### src/rtl/rv_flush_ctrl.sv
// Control-hazard flush controller: squashes IF/ID and ID/EX and redirects the PC on a
// taken branch or jump resolved in EX, traps misaligned targets and counts branch events.
module rv_flush_ctrl (
  input  logic        clk,
  input  logic        rstn,
  input  logic        EX_valid_i,
  input  logic        EX_branch_i,
  input  logic        EX_taken_i,
  input  logic        EX_jump_i,
  input  logic [31:0] EX_pc_i,
  input  logic [31:0] EX_target_i,
  input  logic        PC_write_i,
  input  logic        cnt_clr_i,
  output logic        IF_flush_o,
  output logic        ID_flush_o,
  output logic        PC_redirect_o,
  output logic [31:0] PC_target_o,
  output logic        misalign_o,
  output logic [31:0] misalign_pc_o,
  output logic [31:0] branch_cnt_o,
  output logic [31:0] redirect_cnt_o
);

  typedef enum logic [1:0] {StIdle, StFlush, StHold} state_e;

  state_e      r_state;
  logic        r_if_flush;
  logic        r_id_flush;
  logic        r_redirect;
  logic [31:0] r_target;
  logic        r_misalign;
  logic [31:0] r_misalign_pc;
  logic [31:0] r_branch_cnt;
  logic [31:0] r_redirect_cnt;

  logic w_idle;
  logic w_req;
  logic w_aligned;
  logic w_branch_evt;
  logic w_redirect_evt;

  // EX is only trusted in IDLE; in FLUSH/HOLD it carries wrong-path instructions.
  assign w_idle         = (r_state == StIdle);
  assign w_req          = EX_valid_i & ((EX_branch_i & EX_taken_i) | EX_jump_i);
  assign w_aligned      = (EX_target_i[1:0] == 2'b00);
  assign w_branch_evt   = w_idle & EX_valid_i & EX_branch_i;
  assign w_redirect_evt = w_idle & w_req & w_aligned;

  always_ff @(posedge clk or negedge rstn) begin
    if (!rstn) begin
      r_state        <= StIdle;
      r_if_flush     <= 1'b0;
      r_id_flush     <= 1'b0;
      r_redirect     <= 1'b0;
      r_target       <= 32'h0;
      r_misalign     <= 1'b0;
      r_misalign_pc  <= 32'h0;
      r_branch_cnt   <= 32'h0;
      r_redirect_cnt <= 32'h0;
    end else begin
      r_misalign <= 1'b0;
      case (r_state)
        StIdle: begin
          if (w_req) begin
            if (w_aligned) begin
              r_state    <= StFlush;
              r_if_flush <= 1'b1;
              r_id_flush <= 1'b1;
              r_redirect <= 1'b1;
              r_target   <= EX_target_i;
            end else begin
              r_misalign    <= 1'b1;
              r_misalign_pc <= EX_pc_i;
            end
          end
        end
        StFlush: begin
          if (PC_write_i) begin
            r_state    <= StIdle;
            r_if_flush <= 1'b0;
            r_id_flush <= 1'b0;
            r_redirect <= 1'b0;
          end else begin
            r_state <= StHold;
          end
        end
        StHold: begin
          // Keep the redirect asserted until the stalled PC actually takes it.
          if (PC_write_i) begin
            r_state    <= StIdle;
            r_if_flush <= 1'b0;
            r_id_flush <= 1'b0;
            r_redirect <= 1'b0;
          end
        end
        default: begin
          r_state    <= StIdle;
          r_if_flush <= 1'b0;
          r_id_flush <= 1'b0;
          r_redirect <= 1'b0;
        end
      endcase

      if (cnt_clr_i) begin
        r_branch_cnt   <= 32'h0;
        r_redirect_cnt <= 32'h0;
      end else begin
        if (w_branch_evt)   r_branch_cnt   <= r_branch_cnt + 32'd1;
        if (w_redirect_evt) r_redirect_cnt <= r_redirect_cnt + 32'd1;
      end
    end
  end

  assign IF_flush_o     = r_if_flush;
  assign ID_flush_o     = r_id_flush;
  assign PC_redirect_o  = r_redirect;
  assign PC_target_o    = r_target;
  assign misalign_o     = r_misalign;
  assign misalign_pc_o  = r_misalign_pc;
  assign branch_cnt_o   = r_branch_cnt;
  assign redirect_cnt_o = r_redirect_cnt;

endmodule
### config.mk
export PLATFORM = sky130hd
export DESIGN_NAME = rv_flush_ctrl
export DESIGN_NICKNAME = d
export VERILOG_FILES = /design/src/rtl/rv_flush_ctrl.sv
export SDC_FILE = /design/constraint.sdc
export NUM_CORES = 1
export LEC_CHECK = 0
export CAP_MARGIN = 0
export CORE_ASPECT_RATIO = 2
export CORE_MARGIN = 3
export CORE_UTILIZATION = 40
export DETAILED_ROUTE_END_ITERATION = 12
export PLACE_DENSITY = 0.81
export SYNTH_ARGS = -nofsm -noshare
export SYNTH_HDL_FRONTEND = slang
export SYNTH_SLANG_ARGS = --single-unit
### constraint.sdc
create_clock -name clk -period 2.75 [get_ports clk]
set_input_delay 0.4125 -clock clk [delete_from_list [all_inputs] [get_ports clk]]
set_output_delay 0.4125 -clock clk [all_outputs]
set_load 0.03 [all_outputs]
==> reports/qor.json <==
{
  "run_status": {"value": "finished clean"},
  "yosys.area_share.xor_xnor": {"value": 2.02, "unit": "%"},
  "design.core.area": {"value": 14800, "unit": "um2"},
  "unrepaired_setup_endpoints_after_global_routing": {"value": "no"},
  "synthTopCellsByArea": {"value": "sky130_fd_sc_hd__dfrtp_1, sky130_fd_sc_hd__mux2_2, sky130_fd_sc_hd__a21oi_1"},
  "endpoint_kind": {"value": "register"},
  "cts_tree": {"value": "built"},
  "clk_pin_slew": {"value": 60, "unit": "ps"},
  "die_w": {"value": 93.0, "unit": "um"},
  "detail_route.drc_violations": {"value": 0},
  "power.sequential.fraction": {"value": 34.0, "unit": "%"},
  "cts_inserted_buffers": {"value": 17},
  "grt_use_total": {"value": 20.8, "unit": "%"},
  "finalCritPeriodShare": {"value": 89.7, "unit": "%"},
  "die_height": {"value": 180, "unit": "um"},
  "cells_resized_by_post_cts_repair": {"value": 0},
  "cts-root-buf": {"value": "sky130_fd_sc_hd__clkbuf_16"},
  "layout-drive-gt1-share": {"value": 15.6, "unit": "%"},
  "power_leakage": {"value": 3.52, "unit": "nW"},
  "ys.warnings.count": {"value": 0},
  "synth_area_per_cell": {"value": 11.3, "unit": "um2"},
  "setup_tns": {"value": 0, "unit": "ps"},
  "grt_antenna_before_repair": {"value": 0},
  "design.die.area": {"value": 16700, "unit": "um2"},
  "grt_pass1_wl": {"value": 28000, "unit": "um"},
  "io-pin-count": {"value": 204},
  "avgRoutedWirePerCell": {"value": 18.0, "unit": "um"},
  "yosys-mux-area-fraction": {"value": 12.8, "unit": "%"},
  "worstSetupStartpointType": {"value": "register"},
  "routabilityCongestion": {"value": 0.928},
  "setup_violations": {"value": 0},
  "worst_r2r_startpoint": {"value": "r_state[1]"},
  "finalHoldViolCount": {"value": 0},
  "timing.slew.headroom": {"value": 49.6, "unit": "%"},
  "clk-insertion-delay-late": {"value": 410, "unit": "ps"},
  "synth_fp_nets": {"value": 613},
  "cts.repair_timing.setup_buffer_count": {"value": 0},
  "comb_power_share": {"value": 35.6, "unit": "%"},
  "timing_worst_slew_pin_value": {"value": 757, "unit": "ps"},
  "drt-initial-drc-count": {"value": 201},
  "power_total": {"value": 0.00796, "unit": "W"},
  "worst_skew": {"value": 8.83, "unit": "ps"},
  "cp_data_required_time": {"value": 3040, "unit": "ps"},
  "reg2reg_slack": {"value": 280, "unit": "ps"},
  "rows": {"value": 63},
  "p_per_area": {"value": 891, "unit": "nW/um2"},
  "drt-total-wl": {"value": 17000, "unit": "um"},
  "dr.pass1.iters": {"value": 5},
  "dominant_combinational_cell_family_by_area_after_synthesis": {"value": "simple AND/OR/NAND/NOR gates"},
  "crit_path_top_delay_cell": {"value": "sky130_fd_sc_hd__or4_1"},
  "netSwitchingPower": {"value": 0.00264, "unit": "W"},
  "layout.nets": {"value": 813},
  "worstPathCellList": {"value": "inv_1 -> ha_1 -> nand4_4 -> or4_1 -> nor4_1 -> mux2_2"},
  "n_antenna_cell": {"value": 0},
  "max_clock_freq": {"value": 406, "unit": "MHz"},
  "start_util": {"value": 40.9, "unit": "%"},
  "globalRoute.totalOverflow": {"value": 0},
  "layout.cells.most_common_list": {"value": "sky130_fd_sc_hd__clkdlybuf4s50_1, sky130_fd_sc_hd__dfrtp_1, sky130_fd_sc_hd__mux2_2"},
  "power.share.clock": {"value": 30.4, "unit": "%"},
  "crit_fanout": {"value": 8},
  "synth_sequential_area_ratio": {"value": 54.5, "unit": "%"},
  "multiInputGateArea": {"value": 2560, "unit": "um2"},
  "grt_start_max_net_pins": {"value": 75},
  "clock_path_buffers": {"value": 2},
  "worstHoldPathType": {"value": "input pin to asynchronous set/reset pin"},
  "route.detailed.vias_per_inst": {"value": 5.54},
  "total_half_perimeter_wirelength_after_legalization_and_detailed_placement": {"value": 12400, "unit": "um"},
  "syn-cell-area": {"value": 6060, "unit": "um2"},
  "numClockSinks": {"value": 132},
  "critPathKind": {"value": "register to register"},
  "synthDominantCellAreaShare": {"value": 54.5, "unit": "%"},
  "vias": {"value": 5229},
  "post_synth_inst_count": {"value": 536},
  "cts.htree.levels": {"value": 4},
  "slew_viol_final": {"value": 0},
  "min_period": {"value": 2470, "unit": "ps"},
  "worstPathArrival": {"value": 2760, "unit": "ps"},
  "number_of_global_route_vias_before_repair": {"value": 5637},
  "nFillCells": {"value": 1233},
  "sw_frac_of_total": {"value": 33.2, "unit": "%"},
  "cellInternalPower": {"value": 0.00531, "unit": "W"},
  "yosys.area_share.adder": {"value": 1.03, "unit": "%"},
  "netlist-cell-type-count": {"value": 37},
  "reg2reg_to": {"value": "branch_cnt_o[31]"},
  "synth_simple_gate_area_share": {"value": 17.5, "unit": "%"},
  "seq_area": {"value": 3300, "unit": "um2"},
  "port-buffer-count": {"value": 203},
  "reg2reg_path_depth": {"value": 6},
  "layout-area-overhead-vs-synth": {"value": 47.4, "unit": "%"},
  "holdBufCountCts": {"value": 0},
  "compound_gate_portion_of_the_synthesized_area": {"value": 8.84, "unit": "%"},
  "ys_ff_latch": {"value": 132},
  "maximum_vdd_drop": {"value": 0.677, "unit": "mV"},
  "layout_commonest_cell": {"value": "sky130_fd_sc_hd__clkdlybuf4s50_1"},
  "crit_path_largest_cell_delay": {"value": 590, "unit": "ps"},
  "cap_violations": {"value": 0},
  "netlist.top_cell.by_area": {"value": "sky130_fd_sc_hd__dfrtp_1"},
  "final_antenna_net_count": {"value": 0}
}
==> synth_stat cells, drive strengths merged <==
| cell | count |
|---|---|
| inv | 11 |
| dfrtp | 132 |
| clkbuf | 23 |
| and2 | 3 |
| o41ai | 2 |
| mux2i | 1 |
| o21ai | 17 |
| a211o | 1 |
| xor2 | 7 |
| nor2 | 27 |
| and3 | 11 |
| nor3 | 3 |
| a21o | 1 |
| a21oi | 43 |
| xnor2 | 7 |
| nand3 | 19 |
| nand2 | 20 |
| o31ai | 22 |
| nor2b | 9 |
| nand4 | 24 |
| o22a | 2 |
| nor4bb | 1 |
| mux2 | 68 |
| or4 | 24 |
| nor4 | 7 |
| o31a | 1 |
| or3 | 18 |
| or4b | 2 |
| buf | 13 |
| ha | 5 |
| nor3b | 1 |
| and4 | 10 |
| o21ba | 1 |
==> cell type report <==
class / count / area share, %
tap: 195 / 2.73
clock buffer: 22 / 5.31
timing repair buffer: 217 / 24.2
sequential: 132 / 37.0
clock inverter: 10 / 1.71
multi-input combinational: 357 / 28.6
inverter: 11 / 0.462
==> how the worst max path moves through the flow <==
stage / to / from / cells after the start
2_1_floorplan: branch_cnt_o[31] / r_state[1] / 6
3_3_place_gp: branch_cnt_o[25] / EX_branch_i / 5
3_5_place_dp: redirect_cnt_o[27] / EX_target_i[0] / 6
4_1_cts: branch_cnt_o[31] / r_state[1] / 6
5_1_grt: branch_cnt_o[29] / r_state[0] / 6
6_report: branch_cnt_o[31] / r_state[1] / 6
==> worst max-delay path, delay by kind of cell (launching register included) <==
kind	cells	cell delay (ps)
multiplexers	1	390
AND/OR/NAND/NOR	3	1140
adder cells (fa/ha/maj)	1	330
flip-flops	1	400
buffers and inverters	1	90
==> logic make-up (layout without fill, tap and decap cells) <==
| logic type | after synthesis | after routing |
|---|---|---|
| AND/OR/NAND/NOR | 179 | 179 |
| flip-flops | 132 | 132 |
| AO/OA/AOI/OAI | 90 | 90 |
| multiplexers | 69 | 69 |
| buffers and inverters | 47 | 260 |
| XOR/XNOR | 14 | 14 |
| adder cells (fa/ha/maj) | 5 | 5 |
==> per-layer routing <==
layer	global-route usage, %	part of all wire [%]
met2	37.8	56
met3	6.94	7.6
met5	0	0
met4	8.81	2.9
met1	21.2	34
==> power by group through the flow <==
| stage | clock, W | combinational (W) | sequential [W] |
|---|---|---|---|
| finish | 0.00242 | 0.00283 | 0.00270 |
| global route | 0.00256 | 0.00297 | 0.00277 |
| CTS | 0.00247 | 0.00287 | 0.00272 |
| detailed placement | 0 | 0.00286 | 0.00274 |
| global placement | 0 | 0.00280 | 0.00270 |
| floorplan | 0 | 0.000577 | 0.00367 |
==> registers in the layout, indices dropped and copies added (netlist names) <==
name / count
misalign_pc_o: 32
redirect_cnt_o: 32
branch_cnt_o: 32
r_state: 2
misalign_o: 1
PC_redirect_o: 1
PC_target_o: 32
==> stage by stage <==
step	std cells	cell area [um2]	setup slack, ps	hold slack, ps	utilization (%)
after floorplan	536	6060	550	117	-
after global placement	912	8300	236	477	56.0
after detailed placement	912	8300	189	487	56.0
after CTS	944	8930	337	48.7	60.3
after global routing	944	8930	200	65.2	60.3
final	944	8930	284	22.5	60.3
Note: power is estimated with default switching activity, not from simulation.
